===== src/rtl/hpc2_unshare_pkg.sv =====
// hpc2_unshare_pkg
// Shared masking definitions used by the unshare unit and by other gadgets
// that slice or refresh Boolean-shared words.
//   N_SHARES    : default share count
//   MAX_W       : widest single share share_slice can return
//   MAX_VEC     : widest shared vector share_slice accepts
//   state_t     : unshare FSM states
//   share_slice : extract share i (w bits wide) from a packed shared vector
package hpc2_unshare_pkg;

  localparam int N_SHARES = 3;
  localparam int MAX_W    = 64;
  localparam int MAX_VEC  = 512;

  typedef enum logic [1:0] {
    IDLE = 2'd0,
    FOLD = 2'd1,
    OUT  = 2'd2
  } state_t;

  // Callers zero-extend their vector to MAX_VEC bits and cast the result
  // down to their own share width.
  function automatic logic [MAX_W-1:0] share_slice(input logic [MAX_VEC-1:0] vec,
                                                   input int i,
                                                   input int w);
    logic [MAX_W-1:0] mask;
    mask = (w >= MAX_W) ? '1 : ((MAX_W'(1) << w) - MAX_W'(1));
    return MAX_W'(vec >> (i * w)) & mask;
  endfunction

endpackage


===== src/rtl/hpc2_unshare_ring_refresh.sv =====
// hpc2_unshare_ring_refresh
// Combinational ring refresh of an N-share Boolean-masked word:
//   share_out_i = share_in_i ^ r_i ^ r_((i+1) mod N)
// Each r_i appears in exactly two output shares, so the XOR of all output
// shares equals the XOR of all input shares.
// Ports:
//   share_in  [N*W] : input shares, share i at bits [i*W +: W]
//   rand_in   [N*W] : fresh randomness, slice r_i at bits [i*W +: W]
//   share_out [N*W] : refreshed shares, same layout
module hpc2_unshare_ring_refresh
  import hpc2_unshare_pkg::*;
#(
  parameter int W = 8,
  parameter int N = N_SHARES
) (
  input  logic [N*W-1:0] share_in,
  input  logic [N*W-1:0] rand_in,
  output logic [N*W-1:0] share_out
);

  logic [MAX_VEC-1:0] share_pad;
  logic [MAX_VEC-1:0] rand_pad;

  assign share_pad = MAX_VEC'(share_in);
  assign rand_pad  = MAX_VEC'(rand_in);

  for (genvar gi = 0; gi < N; gi++) begin : g_share
    assign share_out[gi*W +: W] = W'(share_slice(share_pad, gi, W))
                                ^ W'(share_slice(rand_pad, gi, W))
                                ^ W'(share_slice(rand_pad, (gi + 1) % N, W));
  end

endmodule


===== src/rtl/hpc2_unshare.sv =====
// hpc2_unshare
// Takes one N-share masked word plus N*W bits of fresh randomness, ring
// refreshes it into share_reg, then folds one share per cycle into acc so no
// combinational cone ever combines all shares. The unmasked value is then
// presented until accepted.
// Ports:
//   clk, rst            : clock, asynchronous active-high reset
//   sdi_data/valid/ready: shared input word (share i at [i*W +: W])
//   rdi_data/valid/ready: refresh randomness (slice i at [i*W +: W])
//   do_data/valid/ready : unmasked result; do_data is 0 while do_valid is 0
module hpc2_unshare
  import hpc2_unshare_pkg::*;
#(
  parameter int W = 8,
  parameter int N = N_SHARES
) (
  input  logic           clk,
  input  logic           rst,
  input  logic [N*W-1:0] sdi_data,
  input  logic           sdi_valid,
  output logic           sdi_ready,
  input  logic [N*W-1:0] rdi_data,
  input  logic           rdi_valid,
  output logic           rdi_ready,
  output logic [W-1:0]   do_data,
  output logic           do_valid,
  input  logic           do_ready
);

  localparam int KW = (N > 1) ? $clog2(N) : 1;
  localparam logic [KW-1:0] K_LAST = KW'(N - 1);

  state_t              state_reg, state_next;
  logic [KW-1:0]       k_reg, k_next;
  logic [W-1:0]        acc_reg, acc_next;
  logic [N-1:0][W-1:0] share_reg;
  logic [N*W-1:0]      refreshed;
  logic [W-1:0]        fold_share;
  logic                capture;

  hpc2_unshare_ring_refresh #(.W(W), .N(N)) u_refresh (
    .share_in  (sdi_data),
    .rand_in   (rdi_data),
    .share_out (refreshed)
  );

  // Data and randomness are only ever taken together.
  assign capture    = (state_reg == IDLE) && sdi_valid && rdi_valid;
  assign fold_share = share_reg[k_reg];

  // Readies are gated by rst so they drop the instant reset asserts.
  assign sdi_ready = !rst && (state_reg == IDLE) && rdi_valid;
  assign rdi_ready = !rst && (state_reg == IDLE) && sdi_valid;
  assign do_valid  = (state_reg == OUT);
  assign do_data   = do_valid ? acc_reg : '0;

  always_ff @(posedge clk or posedge rst) begin
    if (rst) begin
      state_reg <= IDLE;
      k_reg     <= '0;
      acc_reg   <= '0;
    end else begin
      state_reg <= state_next;
      k_reg     <= k_next;
      acc_reg   <= acc_next;
    end
  end

  always_comb begin
    state_next = state_reg;
    k_next     = k_reg;
    acc_next   = acc_reg;
    case (state_reg)
      IDLE: begin
        if (capture) begin
          state_next = FOLD;
          k_next     = '0;
          acc_next   = '0;
        end
      end
      FOLD: begin
        acc_next = acc_reg ^ fold_share;
        if (k_reg == K_LAST) begin
          // Park the counter instead of stepping past the last share.
          state_next = OUT;
          k_next     = '0;
        end else begin
          k_next = k_reg + KW'(1);
        end
      end
      OUT: begin
        if (do_ready) begin
          state_next = IDLE;
          acc_next   = '0;
        end
      end
      default: begin
        state_next = IDLE;
        k_next     = '0;
        acc_next   = '0;
      end
    endcase
  end

  // Refreshed shares are loaded on capture; each share is wiped in the cycle
  // it is folded so consumed shares do not linger in the register file.
  always_ff @(posedge clk or posedge rst) begin
    if (rst) begin
      share_reg <= '0;
    end else begin
      for (int i = 0; i < N; i++) begin
        if (capture) begin
          share_reg[i] <= refreshed[i*W +: W];
        end else if ((state_reg == FOLD) && (k_reg == KW'(i))) begin
          share_reg[i] <= '0;
        end
      end
    end
  end

endmodule

===== config.mk =====
export PLATFORM = sky130hd
export DESIGN_NAME = hpc2_unshare
export DESIGN_NICKNAME = d
export VERILOG_FILES = /design/src/rtl/hpc2_unshare_pkg.sv /design/src/rtl/hpc2_unshare_ring_refresh.sv /design/src/rtl/hpc2_unshare.sv
export SDC_FILE = /design/constraint.sdc
export NUM_CORES = 1
export LEC_CHECK = 0
export ABC_CLOCK_PERIOD_IN_PS = 1300
export CAP_MARGIN = 20
export CORE_MARGIN = 2
export CORE_UTILIZATION = 44
export DETAILED_ROUTE_END_ITERATION = 6
export PLACE_DENSITY = 0.77
export SYNTH_ARGS = -nofsm -noshare
export SYNTH_HDL_FRONTEND = slang
export SYNTH_SLANG_ARGS = --single-unit

===== constraint.sdc =====
create_clock -name clk -period 1.3 [get_ports clk]
set_input_delay 0.13 -clock clk [delete_from_list [all_inputs] [get_ports clk]]
set_output_delay 0.13 -clock clk [all_outputs]
set_load 0.005 [all_outputs]

# Word level (Yosys, flattened, before mapping)
# Index checks and enable logic that the tools add are counted.
# op_classes
n_addsub,1
magnitude_cmp,1
n_eq_ne,7
muxes,19
n_bitwise,8
reduce_logical,17
# ops
operator,n
2-to-1 mux 8 bit,10
bitwise XOR 8 bit,7
case mux 8 bit (3 select lines),1
binary-select mux 8 bit (select 2 bit),1
case mux 2 bit (3 select lines),2
2-to-1 mux 2 bit,5
logical AND 1 bit,8
nonzero test 2 bit,3
== test 2 x 1 -> 1 bit (second input constant),2
== test 2 bit (second input constant),2
zero test 2 bit,2
inequality test 2 bit (second input constant),2
AND reduction 2 bit,2
< comparator 2 x 3 -> 1 bit (second input constant),1
AND reduction 3 bit,1
adder 2 x 1 -> 2 bit (second input constant),1
inequality test 2 x 1 -> 1 bit (second input constant),1
zero test 1 bit,1
inverter 1 bit,1
# word_totals
ff_bits,36
in_bits,53
out_inout_bits,11
wordCells,59

# Logic depth before layout (Yosys ltp)
# Gate-level depths: netlist of the first run.
# logic_depth
word_depth,5
depth_mapped,5
mapped_depth_nobuf,3

# Hierarchy
# A second synthesis of the first run with hierarchy kept.
# unflattened
cells_unflattened,186
hier_area_um2,2387.3
# by_module_without_submodules
module,instances,cells_per_inst,area_each_um2,seq_area_each_um2
hpc2_unshare,1,162,1816.7,900.9
hpc2_unshare_ring_refresh,1,24,570.5,0.0

# Worst setup path after synthesis of the first run
# OpenSTA, ideal clock, no wires.
# synth_timing
kind,reg2reg
startpoint,reg k_reg[1]
endpoint,reg share_reg[0] in the netlist's numbering
setup_time_ns,0.122
t_arrival_ns,1.151
required_ns,1.178
path_slack_ns,0.027
path_stages_with_launch,5
path_buffers,1
period_less_slack_ns,1.273
cell_sequence,dfrtp_1 > or3b_1 > a21o_1 > buf_6 > o2bb2ai_2
# synth_via
elab_chain_len,3
# synth_rtl
element,line_no,rtl
"start, declared",hpc2_unshare.sv:34,"logic [KW-1:0] k_reg, k_next;"
"start signal, assigned",hpc2_unshare.sv:64,k_reg <= k_next;
zero test 2 bit,hpc2_unshare.sv:114,end else if ((state_reg == FOLD) && (k_reg == KW'(i))) begin
logical AND 1 bit,hpc2_unshare.sv:114,
nonzero test 2 bit (no source line),n/a,
"end signal, assigned by index",hpc2_unshare.sv:113,share_reg[i] <= refreshed[i*W +: W];
"end, declared",hpc2_unshare.sv:36,logic [N-1:0][W-1:0] share_reg;
# No other way between the ends.
# A chain may end at the register's enable or synchronous reset.

# Worst setup path after layout of the first run
# layout_timing
startpoint,reg state_reg[1]
endpoint,reg acc_reg[5]
# layout_via
elab_chain_len,5
word_cells_on_any_way,9
classes_between,eq/ne: 4; mux: 1; reduce/logical: 4
# layout_rtl
element,line_no,rtl
"start, declared",hpc2_unshare.sv:33,"state_t state_reg, state_next;"
"start signal, assigned",hpc2_unshare.sv:63,state_reg <= state_next;
zero test 2 bit,"hpc2_unshare.sv:48, hpc2_unshare.sv:73",
logical AND 1 bit (2 in series),hpc2_unshare.sv:48,assign capture = (state_reg == IDLE) && sdi_valid && rdi_valid;
inequality test 2 bit (no source line),n/a,
AND reduction 2 bit (no source line),n/a,
"end signal, assigned",hpc2_unshare.sv:65,acc_reg <= acc_next;
"end, declared",hpc2_unshare.sv:35,"logic [W-1:0] acc_reg, acc_next;"
# Parallel ways exist; a longest one is shown, timed or not.

==> results of run 1 <==
-- metrics by stage --
step | setup TNS (ns) | std cells | total power [W]
global route | -8.26 | 399 | 0.00696
detailed placement | -6.29 | 368 | 0.00468
finish | -6.74 | 399 | 0.00662
global placement | -5.56 | 368 | 0.00459
CTS | -5.34 | 394 | 0.00607
floorplan | 0 | 228 | 0.00380
-- kinds of logic (layout without fill, tap and decap cells) --
family                    after synthesis  count (layout)
AOI/OAI and AO/OA                      56              56
and+or+nand+nor                        49              51
xor gates and xnor gates               48              48
DFF                                    36              36
buffers and inverters                  31             130
muxes                                   8               8
-- area by class of cell --
class	instances	area (µm²)	share of cell area
flip-flops and latches	36	902	0.242
repair buffers	103	1060	0.286
inverters	19	71.3	0.0192
clock buffers	8	90.1	0.0242
multi-input cells	163	1510	0.405
well taps	70	87.6	0.0235
-- report_power, final --
part           total, W  internal [W]  switching (W)
registers       0.00197       0.00160       0.000368
logic           0.00384       0.00201        0.00183
clock network  0.000813      0.000432       0.000380
total           0.00662       0.00404        0.00258
-- cells in the final DEF, fill, tap and decap left out, types with 4 or more instances in the layout --
cell,netlist,layout
clkdlybuf4s50_1,0,52
dfrtp_1,36,35
buf_6,2,32
xor2_1,24,24
xnor2_1,24,24
inv_1,19,19
o22ai_2,0,12
nand3b_1,11,11
buf_4,2,11
nand2b_1,9,9
nand3_2,1,9
mux2i_1,8,8
o21a_1,8,8
o2111ai_1,8,8
o211ai_1,8,8
o2bb2ai_2,8,8
and2_4,0,7
clkbuf_8,0,6
o22ai_1,16,4
-- tightest hold or removal path: stages --
cell	delay, ns
clkdlybuf4s50_1	0.50
inv_1	0.15
buf_12	0.22
-- final timing paths --
check	cells after the start	slack [ns]	end	from
min	3	0.35	acc_reg[0]$_DFFE_PP0P_	rst
min in group clk	1	0.49	share_reg[2]$_DFFE_PP0P_	share_reg[2]$_DFFE_PP0P_
max in group asynchronous	3	0.74	state_reg[0]$_DFFE_PP0P_	rst
max reg2reg	7	-0.20	acc_reg[5]$_DFFE_PP0P_	state_reg[1]$_DFFE_PP0P_
max	7	-0.20	acc_reg[5]$_DFFE_PP0P_	state_reg[1]$_DFFE_PP0P_
min reg2reg	1	0.49	share_reg[2]$_DFFE_PP0P_	share_reg[2]$_DFFE_PP0P_
-- per-layer routing --
layer,GRT usage,vias up
li1,-,1004
met1,0.262,1021
met2,0.374,116
met3,0.0259,34
met4,0.0782,0
met5,0,-
-- repair_timing --
action | in CTS | in global routing
buffers inserted | 14 | 3
gates cloned | 4 | 2
pin swaps | 15 | 4
setup endpoints to repair | 42 | 47
resized for setup | 89 | 30
==> results.md, run 1 <==
* Synth Area in Simple Gates at 0.139
* Clock slew at reported path FFs at roughly 0.070 ns
* Fmax at about 660 MHz
* Top post-synthesis cells by area: dfrtp_1, xnor2_1, xor2_1
* Final Instance Area at 0.00372 mm²
* Startpoint class of the critical path: flip-flop
* Register area share after synthesis at 0.385
* Worst hold path type: primary input to asynchronous set/reset pin
* Synth Area in Compound Gates at 0.200
* Die ar. at 0.00592 mm²
* DIE WIDTH at a little under 80 µm
* Yosys Warn Count at 0
* Largest area contributor in the netlist: dfrtp_1
* Share of cells above drive strength 1 at 0.322
* Failing checks: setup timing
* First-pass GRT wire length at 9990 µm
* Row count at 26
* WP data required at 1.45 ns
* Fillers at ~360
* Yosys top cell area share at 0.385
* Final WS setup at -0.204 ns
* Largest family of logic cells by synthesized area: compound AO/OA/AOI/OAI gates
* Final setup fails at between 40 and 50
* Final period utilization at 1.16
* Critical path's slowest cell: dfrtp_1
* Post-DP HPWL at about 3800 µm
* Synth cell types at 33
* Delay-heaviest family, CP: buffers and inverters
* Max FFs per register at 24
* Top post-synthesis cells by count: dfrtp_1, xnor2_1, xor2_1
* Clock Tree Buf Depth at 2
* Hold Slack at between 0.3 and 0.4 ns
* Met2 WL post-DR at between 3000 and 4000 µm
* Htree depth at 2
* Clock root buffer: clkbuf_8
* WL final at approximately 7000 µm
* Lkg Pwr at between 1.5 and 2 nW
* CTS Sinks at 36
* Setup WS pre-CTS at -0.197 ns
* Vias at 2175
* Worst-path fanout max at 8
* Wire length on met3 at slightly above 500 µm
* Number of synthesized flops with an enable pin at 0
* Final Max Tran Viols at 0
* Post-Synth XOR/XNOR Area at 0.179
* Post-route DRC at 0
* Ports at 64
* Starting Density at 0.459
* Vias in the first global route at between 2000 and 2500
* Pwr Density at 1780 mW/mm²
* Mean Syn Cell Area at slightly above 10 µm²
* Core ar. at 0.00511 mm²
* Grt total ovfl at 0
* Latest clock arrival within the worst-skew pair at between 0.2 and 0.3 ns
* Worst vdd ir at 0.960 mV
* Wire length per cell at 17.2 µm
* WP buf/inv at 4
* RSZ-0062 raised after global routing: yes
* DRT antenna net count at 0
* Maximum Capacitance Violations at 0
* CTS tree: built
* Skew final at 0.00801 ns
* Antenna violations before repair at 0
* Adder-cell share of the synthesized area at 0
* Most numerous cell in the Yosys netlist: dfrtp_1
* Syn nets at between 200 and 300
* Ys async rst share at 1.00
* Final min period at around 1.5 ns
* Layout Utilization at 0.729
* Diode count at 0
* Via-to-Cell Ratio at ~5.5
* Chip height at 77.0 µm
* Placer Congestion at 0.791
* Final Hold Viols at 0
* Crit path kind: flip-flop to flip-flop
* GRT Util Overall at 0.211
* Placed Area at approximately 0.0032 mm²
* CP dominant cell by count: buf_6
* WP data arrival at about 1.7 ns
* Crit-path max cell delay at a little under 0.4 ns
* Synthesis-stage register bit count at 36
* Worst-margin pin slew at about 0.25 ns
* Port buffer count at 63
* Met1 Wirelength at between 2000 and 2500 µm
* Largest net degree at the start of global routing at 37
* DR pass1 iterations at 4
* Num CTS Buffers at 5
* Outcome: complete, but fails checks
* Top Layer Used: met4
* Max_slew headroom at 0.826
* CP cell instances: buf_6, buf_6, buf_8, nand3b_1, buf_6, nand3_2, o211ai_1
* Synth Cell Area at about 0.0023 mm²
* Mux cell area share after synthesis at 0.0342
* Net count, final at about 380
* Dominant synthesized flop cell: dfrtp_1
* Synth Instances at roughly 230
* Hold bufs inserted after CTS at 0
* Initial drt markers at 154
* P&R area growth vs syn at 58.9%
* Crit path capture type: flip-flop
Note: power is estimated with default switching activity, not from simulation.
==> inputs of run 2 (changes only) <==
- CORE_MARGIN: 2 -> 5
==> run 2 against run 1 <==
The flow still finishes with violations (setup timing). Setup slack improved by 0.037 ns. Power decreased by 7.2%. Clock-buffer cell count down 2. Maximum frequency grew 2.5%. Die area up 16%. Flip-flop and latch count is the same. Worst hold slack got worse by 0.11 ns. Sequential power is essentially flat. Clock power fell by 9.8%. Global-route usage shrank 4.0 points. Core utilization fell by 3.9 points. Largest cell class unchanged.
==> results.md, run 2 (synthesis results as in run 1) <==
* Reg area at 901 µm²
* Pwr Density at 1730 mW/mm²
* Final Max Tran Viols at 0
* Die ar. at slightly below 0.007 mm²
* WP buf/inv at 2
* Row count at 26
* Largest net degree at the start of global routing at 37
* Grt total ovfl at 0
* Placer Congestion at 0.865
* Multi-input logic area at ~0.0014 mm²
* Crit path kind: flip-flop to flip-flop
* Antenna violations before repair at 0
* Diode count at 0
* DIE WIDTH at slightly above 80 µm
* Post-DP HPWL at roughly 4100 µm
* Outcome: complete, but fails checks
* Htree depth at 2
* WP data required at 1.47 ns
* RSZ-0062 raised after global routing: yes
* Most common cell after layout, fill and taps aside: clkdlybuf4s50_1
* Startpoint class of the critical path: flip-flop
* Critical path's slowest cell: dfrtp_1
* WP data arrival at approximately 1.6 ns
* Maximum Capacitance Violations at 0
* Wire length per cell at roughly 15 µm
* Delay-heaviest family, CP: flip-flops
* Hold bufs inserted after CTS at 0
* Worst vdd ir at between 0.8 and 0.9 mV
* Vias in the first global route at roughly 2100
* Final period utilization at 1.13
* Worst-margin pin slew at between 0.3 and 0.4 ns
* Worst-case reg-to-reg path depth at 5
* Latest clock arrival within the worst-skew pair at 0.28 ns
* R2R Path Start: state_reg[0]$_DFFE_PP0P_
* Final Hold Viols at 0
* Clock slew at reported path FFs at ~0.070 ns
* R2R Setup Slk at -0.17 ns
* CP Depth at 5
* WL final at ~6000 µm
* Initial drt markers at ~130
* Hold Slack at between 0.2 and 0.25 ns
* Share of cells above drive strength 1 at 0.279
* Most frequent cells in the layout: clkdlybuf4s50_1, dfrtp_1, buf_6, xor2_1, xnor2_1
* Net count, final at about 370
* Via-to-Cell Ratio at 5.20
* Lkg Pwr at between 1 and 1.5 nW
* CTS Sinks at 36
* Skew final at roughly 0.0078 ns
* Vias at a little over 2000
* Fillers at 420
* Clock Tree Buf Depth at 2
* P&R area growth vs syn at 51.4%
* Worst-path fanout max at 5
* Worst hold path type: primary input to asynchronous set/reset pin
* Final setup fails at 44
* Chip height at 83.0 µm
* DR pass1 iterations at 4
* Clock root buffer: clkbuf_8
* Post-route DRC at 0
* Starting Density at 0.456
* Num CTS Buffers at 5
* Failing checks: setup timing
* Crit-path max cell delay at ~0.4 ns
* DRT antenna net count at 0
* Ports at 64
* CP dominant cell by count: buf_6
* Max FFs per register at 24
* Crit path capture type: flip-flop
* Final min period at ~1.5 ns
* Max_slew headroom at 0.794
* First-pass GRT wire length at around 9700 µm
* CTS tree: built
* Final WS setup at -0.167 ns
* Core ar. at 0.00514 mm²
* CP cell instances: buf_6, or3b_1, a21o_1, buf_6, o2bb2ai_2
* Setup WS pre-CTS at -0.189 ns
* GRT Util Overall at 0.171
* RR Endpoint: share_reg[4]$_DFFE_PP0P_
* Fmax at slightly below 700 MHz
* Port buffer count at 63
==> run 2: report_power, final <==
part	total, W	switching [W]	internal, W
sequential	0.00194	0.000345	0.00160
combinational	0.00347	0.00164	0.00183
clock	0.000733	0.000369	0.000364
total	0.00614	0.00235	0.00379
==> run 2: how the worst max path moves through the flow <==
| stage | start | endpoint | slack [ns] |
|---|---|---|---|
| finish | state_reg[0]$_DFFE_PP0P_ | share_reg[4]$_DFFE_PP0P_ | -0.17 |
| global route | state_reg[0]$_DFFE_PP0P_ | share_reg[4]$_DFFE_PP0P_ | -0.22 |
| CTS | state_reg[0]$_DFFE_PP0P_ | share_reg[4]$_DFFE_PP0P_ | -0.17 |
| detailed placement | rdi_valid | sdi_ready | -0.19 |
| global placement | rdi_valid | sdi_ready | -0.17 |
| floorplan | k_reg[1]$_DFFE_PP0P_ | share_reg[0]$_DFFE_PP0P_ | 0.03 |
==> run 2: through the flow <==
stage	area, µm²	power [W]	util	setup TNS (ns)	cells
final	3550	0.00614	0.690	-4.40	389
after global routing	3550	0.00656	0.690	-6.77	389
after CTS	3380	0.00581	0.658	-3.32	382
after detailed placement	3150	0.00473	0.613	-5.69	368
after global placement	3150	0.00461	0.613	-5.11	368
after floorplan	2340	0.00380	-	0	228
==> run 2: worst register-to-register path: cells and delay by family, from the launching register on <==
family | cells | cell delay, ns
buffers and inverters | 2 | 0.29
and+or+nand+nor | 1 | 0.34
DFF | 1 | 0.40
AOI/OAI and AO/OA | 2 | 0.32
==> run 2: per-layer routing <==
layer | track usage | vias up | part of all wire
met5 | 0 | - | 0
met4 | 0.0565 | 0 | 0.014
met3 | 0.0396 | 9 | 0.051
met2 | 0.300 | 59 | 0.52
met1 | 0.204 | 965 | 0.41
li1 | - | 988 | -
==> run 2: cell type report <==
class | instances | share of cell area
Multi-Input combinational cell | 163 | 0.408
Inverter | 19 | 0.0201
Clock inverter | 1 | 0.00141
Timing Repair Buffer | 94 | 0.271
Sequential cell | 36 | 0.254
Tap cell | 70 | 0.0247
Clock buffer | 6 | 0.0205
==> run 2: timing repair <==
item,in CTS,in global routing
pin swaps,7,1
gates cloned,3,1
endpoints found under the setup margin,44,47
gates resized for setup,80,27
setup buffers,5,6
==> inputs of run 3 (changes only) <==
- CORE_MARGIN: 5 -> default
==> run 3 against run 2 <==
The flow still finishes with violations (setup timing). Setup slack worse by 0.074 ns. Die area decreased by 18%. Clock power up 45%. Clock-buffer cell count grew 1. Clock skew is 0.0027 ns higher. Critical path depth grew 3. Cell area up 5.3%. Critical path type unchanged. Critical endpoint is now share_reg[11]$_DFFE_PP0P_.
==> results.md, run 3 (synthesis results as in run 1) <==
* Final setup fails at 46
* Startpoint class of the critical path: flip-flop
* Diode count at 0
* DR pass1 iterations at 4
* Clock group share of total power at 0.154
* Ports at 64
* Final Instance Area at 0.00373 mm²
* GRT Util Overall at 0.224
* Lkg Pwr at about 1.5 nW
* Largest net degree at the start of global routing at 37
* P&R area growth vs syn at 59.3%
* WP buf/inv at 5
* Via-to-Cell Ratio at between 5 and 6
* Switch share at 0.375
* Flop pwr share at 0.280
* Skew final at 0.0105 ns
* Critical path's slowest cell: dfrtp_1
* Row count at 26
* Sw power at roughly 0.0026 W
* Chip height at between 70 and 80 µm
* Logic pwr share at 0.566
* RR Endpoint: share_reg[11]$_DFFE_PP0P_
* Crit path kind: flip-flop to flip-flop
* Initial drt markers at 137
* Htree depth at 2
* Share of cells above drive strength 1 at 0.335
* CP Depth at 8
* WL final at 6250 µm
* Worst-margin pin slew at approximately 0.35 ns
* First-pass GRT wire length at between 9000 and 10000 µm
* Latest clock arrival within the worst-skew pair at around 0.28 ns
* P_int at ~0.0043 W
* DIE WIDTH at 75.0 µm
* Hold bufs inserted after CTS at 0
* Placer Congestion at roughly 0.74
* Post-route DRC at 0
* Wire length per cell at 15.9 µm
* Worst-path fanout max at 5
* Vias in the first global route at ~2000
* Max FFs per register at 24
* Antenna violations before repair at 0
* Num CTS Buffers at 5
* Worst-case reg-to-reg path depth at 8
* Setup WS pre-CTS at -0.222 ns
* Clock slew at reported path FFs at 0.08 ns
* CTS Sinks at 36
* Pwr Density at approximately 1800 mW/mm²
* Port buffer count at 63
* Failing checks: setup timing
* Placed Area at ~0.0032 mm²
* Crit-path max cell delay at 0.39 ns
* Die ar. at about 0.0056 mm²
* WP data arrival at 1.70 ns
* Worst hold path type: primary input to asynchronous set/reset pin
* CP cell instances: buf_6, buf_6, buf_6, nand3b_4, buf_6, a21oi_4, buf_6, o22ai_2
* CTS tree: built
* Vias at around 2100
* Starting Density at 0.459
* Max_slew headroom at 0.767
* Crit path capture type: flip-flop
* Final min period at ~1.5 ns
* CP dominant cell by count: buf_6
* Clock root buffer: clkbuf_8
* Net count, final at about 370
* Fmax at roughly 650 MHz
* Grt total ovfl at 0
* Final WS setup at -0.241 ns
* RSZ-0062 raised after global routing: yes
* DRT antenna net count at 0
* Most common cell after layout, fill and taps aside: clkdlybuf4s50_1
* Final Hold Viols at 0
* WP data required at roughly 1.5 ns
* R2R Setup Slk at -0.24 ns
* Worst vdd ir at a little over 1 mV
* Post-DP HPWL at 3780 µm
* Delay-heaviest family, CP: buffers and inverters
* Maximum Capacitance Violations at 0
* Final period utilization at 1.19
* R2R Path Start: state_reg[0]$_DFFE_PP0P_
* Core ar. at 0.00511 mm²
* Most frequent cells in the layout: clkdlybuf4s50_1, dfrtp_1, buf_6, xor2_1, xnor2_1
* Outcome: complete, but fails checks
* Clock Tree Buf Depth at 2
* Final Max Tran Viols at 0
## run 3: cell types whose count changed in the layout (fill, tap and decap cells not counted), moves of 3 or more
cell	change
buf_2	+3
o2111ai_1	-6
o2111ai_2	+6
o22ai_1	-11
o22ai_2	+10
## run 3: how the worst max path moves through the flow
| stage | endpoint | start |
|---|---|---|
| after floorplan | share_reg[0]$_DFFE_PP0P_ | k_reg[1]$_DFFE_PP0P_ |
| after global placement | rdi_ready | rst |
| final | share_reg[11]$_DFFE_PP0P_ | state_reg[0]$_DFFE_PP0P_ |
| after global routing | share_reg[11]$_DFFE_PP0P_ | state_reg[0]$_DFFE_PP0P_ |
| after detailed placement | rdi_ready | state_reg[0]$_DFFE_PP0P_ |
| after CTS | share_reg[23]$_DFFE_PP0P_ | state_reg[0]$_DFFE_PP0P_ |
## run 3: power groups by stage
stage               clock (W)  combinational [W]  sequential (W)
CTS                   0.00109            0.00337         0.00191
finish                0.00106            0.00389         0.00193
floorplan                   0            0.00197         0.00184
detailed placement          0            0.00282         0.00192
global placement            0            0.00273         0.00190
global route          0.00112            0.00416         0.00198
## run 3: worst min-delay path: cells and delay by family
| kind | cells | cell delay, ns |
|---|---|---|
| buffers and inverters | 3 | 0.82 |
## run 3: stage by stage
step | hold WS (ns) | power [W] | setup TNS (ns) | utilization | instances
floorplan | 0.221 | 0.00380 | 0 | - | 228
global placement | 0.486 | 0.00463 | -4.34 | 0.618 | 367
detailed placement | 0.482 | 0.00474 | -5.95 | 0.618 | 367
CTS | 0.277 | 0.00636 | -7.32 | 0.689 | 387
global route | 0.306 | 0.00727 | -10.13 | 0.731 | 392
finish | 0.292 | 0.00688 | -8.24 | 0.731 | 392
## run 3: cell type report
class | instances | area [µm²]
sequential | 36 | 901
tap | 70 | 87.6
timing repair buffer | 96 | 990
fill | 385 | 1380
clock inverter | 1 | 30.0
inverter | 19 | 71.3
clock buffer | 7 | 96.3
multi-input combinational | 163 | 1560
## run 3: timing repair
item	4_1_cts	5_1_grt
endpoints found under the setup margin	36	47
pin swaps	24	14
gates resized for setup	88	31
buffers inserted	9	5
cloned	3	1
## run 3: layer usage
| layer | vias to the layer above | part of all wire | track usage |
|---|---|---|---|
| met3 | 18 | 0.035 | 0.0321 |
| met2 | 65 | 0.53 | 0.403 |
| met1 | 997 | 0.40 | 0.266 |
| met4 | 0 | 0.034 | 0.0985 |
| li1 | 988 | - | - |
| met5 | - | 0 | 0 |
